<file path="config.mk">
export PLATFORM = sky130hd
export DESIGN_NAME = mcu_mailbox_endpoint
export DESIGN_NICKNAME = d
export VERILOG_FILES = /design/src/rtl/mcu_mailbox_endpoint.sv
export SDC_FILE = /design/constraint.sdc
export NUM_CORES = 1
export LEC_CHECK = 0
export ABC_AREA = 1
export BUFFER_PORTS_ARGS = -buffer_cell sky130_fd_sc_hd__buf_2
export CORE_MARGIN = 2
export CORE_UTILIZATION = 58
export CTS_CLUSTER_SIZE = 25
export DETAILED_ROUTE_END_ITERATION = 12
export PLACE_DENSITY = 0.83
export SLEW_MARGIN = 20
export SYNTH_ARGS = -nofsm -noshare
export SYNTH_HDL_FRONTEND = slang
export SYNTH_HIERARCHICAL = 1
export SYNTH_SLANG_ARGS = --single-unit
</file>
<file path="constraint.sdc">
create_clock -name clk -period 5.64 [get_ports clk]
set_clock_uncertainty 0.15 [all_clocks]
set_input_delay 0.282 -clock clk [delete_from_list [all_inputs] [get_ports clk]]
set_output_delay 0.282 -clock clk [all_outputs]
set_load 0.1 [all_outputs]
</file>
<file path="src/rtl/mcu_mailbox_endpoint.sv">
// rtl/mcu_mailbox_endpoint.sv - LSU-side mailbox endpoint with TX/RX flit FIFOs
module mcu_mailbox_fifo #(
  parameter int W     = 32,
  parameter int DEPTH = 4
) (
  input  logic                     clk,
  input  logic                     rst_n,
  input  logic                     in_valid,
  output logic                     in_ready,
  input  logic [W-1:0]             in_data,
  output logic                     out_valid,
  input  logic                     out_ready,
  output logic [W-1:0]             out_data,
  output logic [$clog2(DEPTH):0]   count
);
  localparam int AW = $clog2(DEPTH);
  localparam int CW = AW + 1;
  localparam logic [CW-1:0] FULL = CW'(DEPTH);

  logic [W-1:0]  mem [DEPTH];
  logic [AW-1:0] wr_ptr;
  logic [AW-1:0] rd_ptr;
  logic          push;
  logic          pop;

  // Ready and valid come only from the registered count, so there is no valid->ready path
  assign in_ready  = (count != FULL);
  assign out_valid = (count != '0);
  assign out_data  = mem[rd_ptr];
  assign push      = in_valid && in_ready;
  assign pop       = out_valid && out_ready;

  // Pointers wrap naturally since DEPTH is a power of two; count is one bit wider than pointers
  always_ff @(posedge clk or negedge rst_n) begin
    if (!rst_n) begin
      wr_ptr <= '0;
      rd_ptr <= '0;
      count  <= '0;
    end else begin
      if (push) wr_ptr <= wr_ptr + AW'(1);
      if (pop)  rd_ptr <= rd_ptr + AW'(1);
      if (push && !pop)      count <= count + CW'(1);
      else if (pop && !push) count <= count - CW'(1);
    end
  end

  // Storage needs no reset: nothing is visible until count says so
  always_ff @(posedge clk) begin
    if (push) mem[wr_ptr] <= in_data;
  end
endmodule

module mcu_mailbox_endpoint #(
  parameter logic [15:0] SRC_ID   = 16'h0000,
  parameter int          TX_DEPTH = 4,
  parameter int          RX_DEPTH = 4
) (
  input  logic                        clk,
  input  logic                        rst_n,
  input  logic                        mailbox_tx_valid,
  output logic                        mailbox_tx_ready,
  input  logic [15:0]                 mailbox_tx_dest,
  input  logic [31:0]                 mailbox_tx_data,
  input  logic                        mailbox_tx_prio,
  input  logic                        mailbox_tx_eop,
  input  logic [3:0]                  mailbox_tx_opcode,
  output logic                        mailbox_rx_valid,
  output logic [31:0]                 mailbox_rx_data,
  input  logic                        mailbox_rx_ready,
  output logic [15:0]                 mailbox_rx_src,
  output logic                        net_tx_valid,
  input  logic                        net_tx_ready,
  output logic [69:0]                 net_tx_flit,
  input  logic                        net_rx_valid,
  output logic                        net_rx_ready,
  input  logic [69:0]                 net_rx_flit,
  output logic [$clog2(TX_DEPTH):0]   tx_count,
  output logic [$clog2(RX_DEPTH):0]   rx_count,
  output logic                        rx_irq
);
  logic [69:0] tx_flit_in;
  logic [47:0] rx_entry_in;
  logic [47:0] rx_entry_out;
  logic        unused_rx_fields;

  // Outgoing flit is fully formed at push time, stamped with this node's id
  assign tx_flit_in = {mailbox_tx_dest, SRC_ID, mailbox_tx_prio, mailbox_tx_eop,
                       mailbox_tx_opcode, mailbox_tx_data};

  // Inbound flits keep only source id and payload; dest/prio/eop/opcode are dropped
  assign rx_entry_in      = {net_rx_flit[53:38], net_rx_flit[31:0]};
  assign unused_rx_fields = ^{net_rx_flit[69:54], net_rx_flit[37:32]};

  mcu_mailbox_fifo #(.W(70), .DEPTH(TX_DEPTH)) u_tx_fifo (
    .clk       (clk),
    .rst_n     (rst_n),
    .in_valid  (mailbox_tx_valid),
    .in_ready  (mailbox_tx_ready),
    .in_data   (tx_flit_in),
    .out_valid (net_tx_valid),
    .out_ready (net_tx_ready),
    .out_data  (net_tx_flit),
    .count     (tx_count)
  );

  mcu_mailbox_fifo #(.W(48), .DEPTH(RX_DEPTH)) u_rx_fifo (
    .clk       (clk),
    .rst_n     (rst_n),
    .in_valid  (net_rx_valid),
    .in_ready  (net_rx_ready),
    .in_data   (rx_entry_in),
    .out_valid (mailbox_rx_valid),
    .out_ready (mailbox_rx_ready),
    .out_data  (rx_entry_out),
    .count     (rx_count)
  );

  assign mailbox_rx_src  = rx_entry_out[47:32];
  assign mailbox_rx_data = rx_entry_out[31:0];
  assign rx_irq          = mailbox_rx_valid;
endmodule

</file>
# After elaboration in Yosys (flattened, before gate mapping)
# Memory sizes are Yosys's and may differ from the RTL's.
# Cells that the tools add are included.
[word_totals] ff_bits=14 memories=2 wordCells=42 mem_bits_rw=408 in_bits=130 output_inout_bits=129
[memory_table] memory="u_tx_fifo.mem" words=4 width=54 read_ports=1 rd_ports_with_merged_regs=0 write_ports=1 line_no="20" source="logic [W-1:0] mem [DEPTH];"
[memory_table] memory="u_rx_fifo.mem" words=4 width=48 read_ports=1 rd_ports_with_merged_regs=0 write_ports=1 line_no="20"
[classes] n_mux=8 eq_ne=2 reduce_logical=16 n_addsub=8
[op_table] op="$mux W3" count=4
[op_table] op="$add A2 B1 Y2 const B" count=4
[op_table] op="$logic_and A1 B1 Y1" count=8
[op_table] op="$add A3 B1 Y3 const B" count=2
[op_table] op="$ne A3 B3 Y1 const B" count=2
[op_table] op="$reduce_bool A3 Y1" count=2
[op_table] op="$sub A3 B1 Y3 const B" count=2
[op_table] op="$logic_not A1 Y1" count=4
[op_table] op="$mux W1" count=4
[op_table] op="$reduce_bool A2 Y1" count=2

# Depth between registers and ports, before layout
[logic_depth] word_depth=6 ltp_mapped=12 depth_no_buf=12

# Hierarchy
# The synthesis kept the hierarchy.
[modules_own_cells] mod="mcu_mailbox_fifo (u_tx_fifo)" instances=1 area_per_inst_um2=11840.1 cells_each=876
[modules_own_cells] mod="mcu_mailbox_fifo (u_rx_fifo)" instances=1 area_per_inst_um2=8125.3 cells_each=620
[modules_own_cells] mod="mcu_mailbox_endpoint" instances=1 area_per_inst_um2=11.3 cells_each=2

# Worst setup path before layout
# Ideal clock, no wire load.
[synth_path] kind="register to register" start="register u_tx_fifo.count[0]" end="memory u_tx_fifo/mem[0][0] (netlist name) (enable)" path_stages_with_launch=5 synth_period_minus_slack_ps=5902 setup_ps=499 arrival_time_ps=5253 setup_slack_ps=-262 required_ps=4991 path_cell_list="dfrtp_1 inv_2 nand3_1 nand2_1 nor2_1"
[synth_via] elab_chain_cells=4
[synth_rtl] item="start, declared" line_no="14" source="output logic [$clog2(DEPTH):0] count"
[synth_rtl] item="start signal, assigned" line_no="42" source="if (push && !pop) count <= count + CW'(1);"
[synth_rtl] item="start signal, assigned" line_no="43" source="else if (pop && !push) count <= count - CW'(1);"
[synth_rtl] item="$ne A3 B3 Y1" line_no="27" source="assign in_ready = (count != FULL);"
[synth_rtl] item="via mailbox_tx_ready" line_no="61" source="output logic mailbox_tx_ready,"
[synth_rtl] item="$logic_and A1 B1 Y1" line_no="30" source="assign push = in_valid && in_ready;"
[synth_rtl] item="$mux W1" line_no="49" source="if (push) mem[wr_ptr] <= in_data;"
[synth_rtl] item="$mux W1 (implied by the code)" line_no="49"
[synth_rtl] item="end, declared" line_no="20"
# The timed path passes the listed nets, and every way through them passes these cells.

# Worst setup path after layout
[layout_path] start="register u_tx_fifo.rd_ptr[0]" end="output net_tx_flit[10]"
[layout_via] elab_chain_cells=1
[layout_rtl] item="start, declared" line_no="22" source="logic [AW-1:0] rd_ptr;"
[layout_rtl] item="start signal, assigned" line_no="41" source="if (pop) rd_ptr <= rd_ptr + AW'(1);"
[layout_rtl] item="$mem_v2 Z4 W54"
[layout_rtl] item="end, declared" line_no="73" source="output logic [69:0] net_tx_flit,"
# No other way between the ends.

==> impl_metrics.tcl <==
set metrics [dict create \
    status "finished, final reports clean" \
    setup_viol 0 \
    cp_num_buf_inv 3 \
    cts-htree-levels 2 \
    layout_common_cells "472 x edfxtp_1, 388 x nand2_1, 258 x inv_1" \
    grt_pass1_wl_mm 67.3 \
    period_needed_ns 3.54 \
    antenna_found_initial 1 \
    root_buffer "clkbuf_16" \
    syn_area_um2 20000 \
    worstPathRequired_ns 5.21 \
    yosysTopAreaCellShare_pct 71.0 \
    drt_pass1_iterations 6 \
    wire_per_inst_um 18.2 \
    grt_usage_pct 24.1 \
    ys_seq_elements 486 \
    fin_cells 2378 \
    yosysSeqAreaShare_pct 72.7 \
    synthDistinctLibCells 21 \
    final_common_cell "edfxtp_1" \
    drcViolationCount 0 \
    grtUsageMet3_pct 5.63 \
    end_kind "primary output" \
    place_congestion 0.758 \
    fin_hold_ws_ns 0.00917 \
    busiest_layer "met2" \
    die-area_um2 35900 \
    area_growth_syn_to_layout_pct 21.2 \
    detail-route-antenna-nets 0 \
    grt_overflow 0 \
    routed_wl_mm 43.4 \
    drt_iter0_markers 1006 \
    use_met1_pct 28.3 \
    critPathTopFamily "buffers and inverters" \
    cts_tree "done" \
    fmax_mhz 282 \
    vias 12655 \
    dp_hpwl_mm 22.9 \
    cts_sinks 486 \
    fp-row-count 67 \
    clk_latency_ns 0.56 \
    fin_crit_sh_pct 62.8 \
    hold_viol_final 0 \
    maxCapViolCount 0 \
    via_per_inst 5.32 \
    yosysWarnings 6 \
    grtUsageMet2_pct 43.6 \
    clockBufferDepth 3 \
    cpMaxStageDelayCell "buf_4" \
    cp_cell_sequence "inv_8, buf_4, o211ai_1, nand2_1, buf_2" \
    drive_gt1_share_pct 21.4 \
    syn_avg_cell_area_um2 13.3 \
    path_max_fanout 146 \
    slew_headroom_pct 27.4 \
    postCtsSetupBuffers 0 \
    synth_top_area_cell "edfxtp_1" \
    post_cts_resized 0 \
    dieHeight_um 190 \
    grt_max_degree 147 \
    hold_path_class "in2async" \
    cts_buffers 47 \
    cp-start-kind "flop" \
    worst_pin_slew_ns 1.09 \
    fp.coreArea_um2 33700 \
    clkTransAtPathRegs_ns 0.06 \
    crit_arrival_ns 3.11 \
    io_pins 259 \
    finalNetCount 2033 \
    rsz0062_at_grt "no" \
    slowest_delay_ns 0.61 \
    initial_core_util_pct 59.3 \
    hold_buffers 107 \
    slew_violations 0 \
    synthCells 1498 \
    ys_top_cells_by_area "edfxtp_1 71%, nand2_1 7.3%, o211ai_1 6.3%" \
    die_w_um 190 \
    fin_util_pct 71.9 \
    place_inst 2183 \
    grt_pass1_vias 13093 \
    port_buffers 236 \
    path_class "reg2out" \
]
## layout make-up
class	count	area, um2
Multi-Input combinational cell	728	4180
Sequential cell	486	14500
Antenna cell	2	5.00
Clock inverter	30	319
Clock buffer	56	1230
Timing Repair Buffer	360	2380
Tap cell	448	561
Fill cell	1992	9480
Inverter	268	1020
## Yosys cell counts, drive strengths merged
master and number:
edfxtp 472, nand2 388, inv 267, o211ai 236
buf 49, clkbuf 30, dfrtp 14, nand3 14
ha 10, nor2 8, fa 2, nand4 2
o21ai 2, xnor2 2, clkinv 1, conb 1
## flip-flops by register name, indices dropped and copies added, names as in the netlist
name              count
u_tx_fifo/rd_ptr      2
u_rx_fifo/wr_ptr      2
u_tx_fifo/count       3
u_rx_fifo/mem       192
u_rx_fifo/rd_ptr      2
u_rx_fifo/count       3
u_tx_fifo/wr_ptr      2
u_tx_fifo/mem       280
## layer usage
layer  part of all wire (%)  up-vias  wire (um)
met5                      0        -          0
met4                    2.9        0       1260
met3                    8.4      108       3650
met2                     52      528      22700
met1                     36     6097      15800
li1                       -     5922          -
## metrics by stage
stage	setup TNS, ns	setup WS [ns]	area [um2]
6_report	0	2.10	24200
4_1_cts	0	2.16	24200
3_3_place_gp	0	2.79	21600
5_1_grt	0	1.93	24200
2_1_floorplan	-73.23	-0.262	20200
3_5_place_dp	0	2.69	21600
## cell families after synthesis
| group | share of synthesized area [%] |
|---|---|
| flip-flops | 72.7 |
| AND/OR/NAND/NOR | 7.85 |
| buffers and inverters | 7.86 |
| AO/OA/AOI/OAI | 10.6 |
| adder cells (fa/ha/maj) | 0.827 |
| XOR/XNOR | 0.0877 |
| other | 0.0188 |
## final timing paths
path / to / startpoint / slack [ns] / cells after the start
min in group clk: u_rx_fifo/mem[3][7]$_DFFE_PP_ / net_rx_flit[7] / 0.32 / 2
max in group asynchronous: u_tx_fifo/rd_ptr[1]$_DFFE_PN0P_ / rst_n / 5.03 / 2
setup reg to reg: u_tx_fifo/mem[0][52]$_DFFE_PP_ / u_tx_fifo/count[0]$_DFFE_PN0P_ / 2.68 / 5
setup / recovery: net_tx_flit[10] / u_tx_fifo/rd_ptr[0]$_DFFE_PN0P_ / 2.10 / 5
hold reg to reg: u_tx_fifo/wr_ptr[1]$_DFFE_PN0P_ / u_tx_fifo/wr_ptr[1]$_DFFE_PN0P_ / 0.39 / 2
hold / removal: u_rx_fifo/wr_ptr[1]$_DFFE_PN0P_ / rst_n / 0.009 / 2
Power is left out: the tool's default activity adds up to more than one toggle a clock period on the data nets, which glitch-free logic cannot reach.
